[config.mk]
export PLATFORM = sky130hd
export DESIGN_NAME = ir_read_ctrl_flat
export DESIGN_NICKNAME = d
export VERILOG_FILES = /design/src/rtl/drac_pkg.sv /design/src/rtl/ir_read_ctrl_if.sv /design/src/rtl/ir_grant_logic.sv /design/src/rtl/ir_read_ctrl.sv /design/src/flat_wrapper.sv
export SDC_FILE = /design/constraint.sdc
export NUM_CORES = 1
export LEC_CHECK = 0
export ABC_CLOCK_PERIOD_IN_PS = 7240
export CAP_MARGIN = 0
export CORE_ASPECT_RATIO = 1.2
export CORE_MARGIN = 2
export CORE_UTILIZATION = 35
export DETAILED_ROUTE_END_ITERATION = 16
export PLACE_DENSITY = 0.8
export SLEW_MARGIN = 20
export SYNTH_ARGS = -nofsm -noshare
export SYNTH_HDL_FRONTEND = slang
export SYNTH_SLANG_ARGS = --single-unit
[constraint.sdc]
create_clock -name clk_i -period 7.24 [get_ports clk_i]
set_clock_uncertainty 0.05 [all_clocks]
set_input_delay 2.172 -clock clk_i [delete_from_list [all_inputs] [get_ports clk_i]]
set_output_delay 2.172 -clock clk_i [all_outputs]
set_load 0.02 [all_outputs]
[src/rtl/drac_pkg.sv]
// Shared front-end types: the decode->rename instruction record, queue sizing,
// and the state type of the instruction-read controller.
package drac_pkg;

  localparam int NUM_SCALAR_INSTR              = 2;
  localparam int INSTRUCTION_QUEUE_NUM_ENTRIES = 8;
  localparam int IQ_CNT_W = $clog2(INSTRUCTION_QUEUE_NUM_ENTRIES) + 1;

  typedef struct packed {
    logic [31:0] pc;
    logic [31:0] instr;
    logic [4:0]  rd;
    logic        regfile_we;
    logic        stall_csr_fence;
  } id_ir_stage_t;

  typedef enum logic {
    IR_RUN,
    IR_SER_WAIT
  } ir_read_state_t;

  // Writes to x0 are discarded, so they never need a physical register.
  function automatic logic writes_reg(id_ir_stage_t e);
    return e.regfile_we && (e.rd != 5'd0);
  endfunction

endpackage

[src/rtl/ir_read_ctrl_if.sv]
// Queue-side and rename-side signals of the instruction-read controller.
interface ir_read_ctrl_if
  import drac_pkg::*;
();
  logic                                     flush_i;
  logic                                     stall_i;
  id_ir_stage_t [NUM_SCALAR_INSTR-1:0]      iq_instr_i;
  logic [IQ_CNT_W-1:0]                      iq_count_i;
  logic [1:0]                               free_regs_i;
  logic                                     ser_done_i;
  logic [NUM_SCALAR_INSTR-1:0]              read_head_o;
  id_ir_stage_t [NUM_SCALAR_INSTR-1:0]      instr_o;
  logic [NUM_SCALAR_INSTR-1:0]              valid_o;
  logic [31:0]                              issued_cnt_o;

  modport master (
    input  flush_i, stall_i, iq_instr_i, iq_count_i, free_regs_i, ser_done_i,
    output read_head_o, instr_o, valid_o, issued_cnt_o
  );

  modport slave (
    output flush_i, stall_i, iq_instr_i, iq_count_i, free_regs_i, ser_done_i,
    input  read_head_o, instr_o, valid_o, issued_cnt_o
  );
endinterface

[src/rtl/ir_grant_logic.sv]
// In-order dual-issue grant: slot 1 only rides along with slot 0 when neither
// serializes and the free-register budget covers both.
module ir_grant_logic
  import drac_pkg::*;
(
  input  logic                                en_i,
  input  logic                                flush_i,
  input  logic                                stall_i,
  input  id_ir_stage_t [NUM_SCALAR_INSTR-1:0] iq_instr_i,
  input  logic [IQ_CNT_W-1:0]                 iq_count_i,
  input  logic [1:0]                          free_regs_i,
  output logic [NUM_SCALAR_INSTR-1:0]         grant_o
);

  logic       we0, we1;
  logic [1:0] need_both;

  assign we0       = writes_reg(iq_instr_i[0]);
  assign we1       = writes_reg(iq_instr_i[1]);
  assign need_both = {1'b0, we0} + {1'b0, we1};

  always_comb begin
    grant_o    = '0;
    grant_o[0] = en_i && !flush_i && !stall_i
              && (iq_count_i != '0)
              && (!we0 || (free_regs_i != 2'd0));
    grant_o[1] = grant_o[0]
              && (iq_count_i >= IQ_CNT_W'(2))
              && !iq_instr_i[0].stall_csr_fence
              && !iq_instr_i[1].stall_csr_fence
              && (need_both <= free_regs_i);
  end

endmodule

[src/rtl/ir_read_ctrl.sv]
// Reads up to two entries per cycle from the instruction queue into the rename
// register, and holds issue after a CSR/fence until it commits.
module ir_read_ctrl
  import drac_pkg::*;
(
  input  logic           clk_i,
  input  logic           rstn_i,
  ir_read_ctrl_if.master bus
);

  ir_read_state_t                      state;
  logic [NUM_SCALAR_INSTR-1:0]         grant;
  logic [NUM_SCALAR_INSTR-1:0]         valid_q;
  id_ir_stage_t [NUM_SCALAR_INSTR-1:0] instr_q;
  logic [31:0]                         cnt_q;
  logic [31:0]                         issued_now;

  ir_grant_logic u_grant (
    .en_i        (rstn_i && (state == IR_RUN)),
    .flush_i     (bus.flush_i),
    .stall_i     (bus.stall_i),
    .iq_instr_i  (bus.iq_instr_i),
    .iq_count_i  (bus.iq_count_i),
    .free_regs_i (bus.free_regs_i),
    .grant_o     (grant)
  );

  always_comb begin
    issued_now = '0;
    for (int i = 0; i < NUM_SCALAR_INSTR; i++)
      issued_now = issued_now + 32'(grant[i]);
  end

  always_ff @(posedge clk_i) begin
    if (!rstn_i) begin
      state   <= IR_RUN;
      valid_q <= '0;
      instr_q <= '0;
      cnt_q   <= '0;
    end else if (bus.flush_i) begin
      state   <= IR_RUN;
      valid_q <= '0;
    end else begin
      if (!bus.stall_i) begin
        valid_q <= grant;
        for (int i = 0; i < NUM_SCALAR_INSTR; i++)
          instr_q[i] <= grant[i] ? bus.iq_instr_i[i] : '0;
      end
      // The FSM advances under stall so a ser_done pulse is never lost.
      case (state)
        IR_RUN:      if (grant[0] && bus.iq_instr_i[0].stall_csr_fence) state <= IR_SER_WAIT;
        IR_SER_WAIT: if (bus.ser_done_i) state <= IR_RUN;
        default:     state <= IR_RUN;
      endcase
      cnt_q <= cnt_q + issued_now;
    end
  end

  assign bus.read_head_o  = grant;
  assign bus.valid_o      = valid_q;
  assign bus.instr_o      = instr_q;
  assign bus.issued_cnt_o = cnt_q;

endmodule

[src/flat_wrapper.sv]
// flat-port wrapper written by rule: the top's interface ports become plain ports
module ir_read_ctrl_flat import drac_pkg::*;
  (clk_i, rstn_i, bus_flush_i, bus_stall_i, bus_iq_instr_i, bus_iq_count_i, bus_free_regs_i, bus_ser_done_i, bus_read_head_o, bus_instr_o, bus_valid_o, bus_issued_cnt_o);
  ir_read_ctrl_if bus_i ();
  input  logic clk_i;
  input  logic rstn_i;
  input wire logic [$bits(bus_i.flush_i)-1:0] bus_flush_i;
  input wire logic [$bits(bus_i.stall_i)-1:0] bus_stall_i;
  input wire logic [$bits(bus_i.iq_instr_i)-1:0] bus_iq_instr_i;
  input wire logic [$bits(bus_i.iq_count_i)-1:0] bus_iq_count_i;
  input wire logic [$bits(bus_i.free_regs_i)-1:0] bus_free_regs_i;
  input wire logic [$bits(bus_i.ser_done_i)-1:0] bus_ser_done_i;
  output wire logic [$bits(bus_i.read_head_o)-1:0] bus_read_head_o;
  output wire logic [$bits(bus_i.instr_o)-1:0] bus_instr_o;
  output wire logic [$bits(bus_i.valid_o)-1:0] bus_valid_o;
  output wire logic [$bits(bus_i.issued_cnt_o)-1:0] bus_issued_cnt_o;
  assign bus_i.flush_i = bus_flush_i;
  assign bus_i.stall_i = bus_stall_i;
  assign bus_i.iq_instr_i = bus_iq_instr_i;
  assign bus_i.iq_count_i = bus_iq_count_i;
  assign bus_i.free_regs_i = bus_free_regs_i;
  assign bus_i.ser_done_i = bus_ser_done_i;
  assign bus_read_head_o = bus_i.read_head_o;
  assign bus_instr_o = bus_i.instr_o;
  assign bus_valid_o = bus_i.valid_o;
  assign bus_issued_cnt_o = bus_i.issued_cnt_o;
  ir_read_ctrl u_core (.clk_i(clk_i), .rstn_i(rstn_i), .bus(bus_i));
endmodule
# Word level (Yosys, flattened, before mapping)
# Index checks and enable logic that the tools add are counted.
# classes
addsub	3
n_mul	0
n_div	0
order_cmp	2
eq_ne	0
n_shift	0
muxes	5
bitwise_logic	4
n_reduce_logical	24
# op_table
op	n
$mux 71	2
$add 32x32->32	1
$logic_and 1x1->1	12
$reduce_bool 5->1	2
$logic_not 1->1	5
$add 1x1->2	2
$ge 4x2->1 const B	1
$not 1->1	4
$reduce_bool 4->1	1
$le 2x2->1	1
$mux 1	2
$pmux 1 s2	1
$reduce_and 2->1	1
$reduce_bool 2->1	1
$reduce_or 2->1	1
$logic_or 1x1->1	1
# word_totals
regBits	177
latchBits	0
ramBits	0
rom_bits	0
input_bits	153
out_inout_bits	178
wordCells	51
n_memories	0

# Logic depth before layout (Yosys ltp)
# logic_depth
depth_word	12
ltp_mapped	19
depth_no_buf	18

# Hierarchy
# From an unflattened synthesis, not the netlist that was laid out.
# unflattened
cells_unflattened	600
area_unflattened_um2	6189.7
# modules_own_cells
mod	n_inst	cells_each	area_per_inst_um2	seq_area_each_um2
ir_read_ctrl	1	579	6052.1	3543.4
ir_grant_logic	1	21	137.6	0.0

# Worst setup path before layout
# OpenSTA, ideal clock, no wires.
# synth_timing
path_type	input -> output
start	input bus_iq_instr_i[2]
end	output bus_read_head_o[1]
t_arrival_ns	4.064
required_ns	5.018
slack_ns	0.954
path_stages	9
path_buffers	0
cell_sequence	or4_1 > o21ai_1 > inv_1 > ha_1 > ha_1 > nor2b_1 > o21ai_0 > nand2_1 > nor2_1
# synth_via
elab_chain_cells	9
elab_cells_between_ends	11
classes_between	1 x add/sub; 1 x order compare; 9 x reduce/logical
# synth_lines
item	line	rtl
start: declaration	flat_wrapper.sv:9	input wire logic [$bits(bus_i.iq_instr_i)-1:0] bus_iq_instr_i;
$reduce_bool 5->1 (*)	drac_pkg.sv:24	return e.regfile_we && (e.rd != 5'd0);
$logic_and 1x1->1 (*)	drac_pkg.sv:24	
branches (longest 6 deep; another with $add 1x1->2)	--	
$logic_and 1x1->1 (*)	ir_grant_logic.sv:31	&& (need_both <= free_regs_i);
end: declaration	flat_wrapper.sv:13	output wire logic [$bits(bus_i.read_head_o)-1:0] bus_read_head_o;
# Mark *: on every way between the ends.

# Worst setup path after layout
# layout_timing
start	input bus_iq_instr_i[5]
end	output bus_read_head_o[1]
# Same word-level chain as after synthesis.

==> flow_metrics.env <==
export IMPL_slew_violations=0
export IMPL_final_cell_mix="clkdlybuf4s50_1 (329), dfxtp_1 (177), a32o_1 (71), a22o_1 (71), a21oi_1 (20)"
export IMPL_cts_setup_buffers=0
export IMPL_worst_path_max_delay_cell="or4_1"
export IMPL_crit_chain="clkdlybuf4s50_1, or4_1, o21ai_1, buf_4, inv_1, ha_1, ha_1, nor2b_1, o21ai_0, nand2_1, nor2_1, buf_4"
export IMPL_grt_pass1_wl_mm=29.97
export IMPL_die_h_um=150.1
export IMPL_cts_reportedPaths_clkPinSlew_ps=70
export IMPL_drive_gt1_share_pct=5.916
export IMPL_synth_area_leaders="dfxtp_1 (57%), a32o_1 (11%), a22o_1 (10%), clkbuf_1 (1.7%), a21oi_1 (1.6%)"
export IMPL_utilization_pct=58.93
export IMPL_die_w_um=125.7
export IMPL_num_rows=53
export IMPL_status="completed"
export IMPL_hp_class="register to register"
export IMPL_syn_to_final_growth_pct=65.14
export IMPL_crit_cells=12
export IMPL_yosysWarnings=0
export IMPL_gp_congestion=0.7398
export IMPL_powerDensity_nw_per_um2=215.5
export IMPL_clkSinkCount=177
export IMPL_worst_pin_slew_ps=1005
export IMPL_drc=0
export IMPL_max_stage_delay_ps=530
export IMPL_power_leakage_nw=3.644
export IMPL_grt_pass1_vias=5428
export IMPL_cp_arrival_ps=4770
export IMPL_syn_inst=538
export IMPL_critical_path_top_delay_family="simple AND/OR/NAND/NOR gates"
export IMPL_clk_path_buf_depth=2
export IMPL_drt_iter0_drc=340
export IMPL_rrSetupSlack_ps=4140
export IMPL_h_tree_depth=4
export IMPL_synth_cell_types=44
export IMPL_critPathRequiredTime_ps=5020
export IMPL_max_freq_mhz=143.0
export IMPL_wl_mm=19.99
export IMPL_wl_per_cell_um=18.48
export IMPL_hold_viol=0
export IMPL_num_vias=5715
export IMPL_ios=331
export IMPL_end_kind="primary output"
export IMPL_viasPerCell=5.282
export IMPL_grt_usage_pct=20.15
export IMPL_antenna_found_initial=0
export IMPL_syn_avg_cell_area_um2=11.57
export IMPL_ir_drop_uv=146.7
export IMPL_timing_rr_end="u_core.bus.issued_cnt_o[30]"
export IMPL_synth_top_cell_by_area="dfxtp_1"
export IMPL_cts_buffers=17
export IMPL_drv_cap=0
export IMPL_slew_headroom_pct=32.98
export IMPL_setup_violations=0
export IMPL_final_common_cell="clkdlybuf4s50_1"
export IMPL_dpl_hpwl_mm=14.28
export IMPL_initial_core_util_pct=35.68
export IMPL_period_needed_ps=6991
export IMPL_globalRouteOverflowTotal=0
export IMPL_endpoint="bus_read_head_o[1]"
export IMPL_core_um2=17440
export IMPL_diodes=0
export IMPL_rsz0062_at_grt="no"
export IMPL_die_area_um2=18870
export IMPL_ctsRootBufferMaster="clkbuf_16"
export IMPL_final_nets=1010
export IMPL_synth_top_area_share_pct=56.94
export IMPL_cts_hold_repair_buffers=0
export IMPL_reg2reg_from="u_core.state"
export IMPL_post_cts_resized=0
export IMPL_fin_setup_tns_ps=0
export IMPL_ys_seq_area_share_pct=56.94
export IMPL_synthesis_nets=698
export IMPL_timing_hold_ws_ps=407.7
export IMPL_fin_crit_sh_pct=96.56
export IMPL_portBuffers=330
export IMPL_syn_area_um2=6223
export IMPL_crit_fanout=2
export IMPL_clk_latency_ps=420
export IMPL_crit_path_start="bus_iq_instr_i[5]"
export IMPL_drtAntennaViolNets=0
export IMPL_holdCritStartpoint="u_core.bus.valid_o[0]"
export IMPL_ys_ff_latch=177
export IMPL_grt_max_degree=98
export IMPL_critPathKind="input pin to primary output"
export IMPL_cts_tree="built"
export IMPL_startpoint_type="input pin"
export IMPL_crit_buf_inv=4
export IMPL_drt_pre_antenna_iters=4
export IMPL_r2r_cells=12
[kinds of logic (layout without fill, tap and decap cells)]
group	after synthesis	in the layout	synth area share (%)
muxes	4	4	0.6434
buffers and inverters	61	385	4.845
adders and majority gates	7	7	1.528
and+or+nand+nor	93	93	9.007
xor gates and xnor gates	8	8	1.126
AOI/OAI and AO/OA	188	188	25.91
DFF	177	177	56.94
[state kept, by name (all words and copies together), names as in the netlist]
name                     flops
u_core.bus.issued_cnt_o     32
u_core.bus.instr_o         142
u_core.state                 1
u_core.bus.valid_o           2
[stage by stage]
step / setup WS [ps] / power, mW / instances / instance area [um^2]
after floorplan: 953.5 / 1.125 / 538 / 6223
after global placement: 230.5 / 1.276 / 1050 / 9654
after detailed placement: 194.5 / 1.278 / 1050 / 9654
after CTS: 173.4 / 2.232 / 1081 / 10260
after global routing: 39.44 / 2.289 / 1082 / 10280
final: 249.3 / 2.215 / 1082 / 10280
[layout make-up]
class	count	area, um^2
sequential	177	3543
multi-input combinational	300	2387
timing repair buffer	340	3413
fill	1478	7163
clock inverter	13	173.9
inverter	14	55.05
clock buffer	18	429.2
tap	220	275.3
[per-layer routing]
layer	global-route usage, %	part of all wire, %	vias to the layer above
met3	6.721	8.0	18
met5	0	0	-
li1	-	-	2731
met1	24.77	41	2751
met2	33.16	49	215
met4	7.143	1.6	0
[worst register-to-register path, delay by kind of cell (launching register included)]
kind / cells / cell delay, ps
AO/OA/AOI/OAI: 2 / 350
adder cells (fa/ha/maj): 3 / 740
flip-flops: 1 / 310
buffers and inverters: 2 / 240
AND/OR/NAND/NOR: 5 / 1340
[how the worst min path moves through the flow]
| stage | cells past startpoint | endpoint | slack, ps |
|---|---|---|---|
| 3_3_place_gp | 1 | u_core.bus.instr_o[71] | 390 |
| 2_1_floorplan | 1 | u_core.state | 420 |
| 5_1_grt | 1 | u_core.bus.instr_o[121] | 430 |
| 4_1_cts | 2 | u_core.bus.valid_o[0] | 410 |
| 3_5_place_dp | 1 | u_core.bus.instr_o[71] | 400 |
| 6_report | 2 | u_core.bus.valid_o[0] | 410 |
[cells in the mapped netlist (all sizes together)]
cell type	instances
dfxtp	177
a22o	71
a32o	71
clkbuf	29
a21oi	20
buf	18
nand2	15
inv	14
nor2	13
o21ai	11
or3	10
or4	10
nand3	8
o31ai	8
xnor2	7
ha	6
nand2b	6
nand4	6
and2	4
and4	4
mux2i	4
nor3	3
nor3b	3
nor4	3
o21a	2
o41ai	2
and3	1
and4b	1
and4bb	1
fa	1
nand4b	1
nand4bb	1
nor2b	1
o221ai	1
o311ai	1
o31a	1
or2	1
or4b	1
xor2	1
[power breakdown]
part	internal [mW]	switching (mW)
logic	0.139	0.107
registers	0.997	0.0134
clock network	0.550	0.408
total	1.69	0.528
Note: power is estimated with default switching activity, not from simulation.
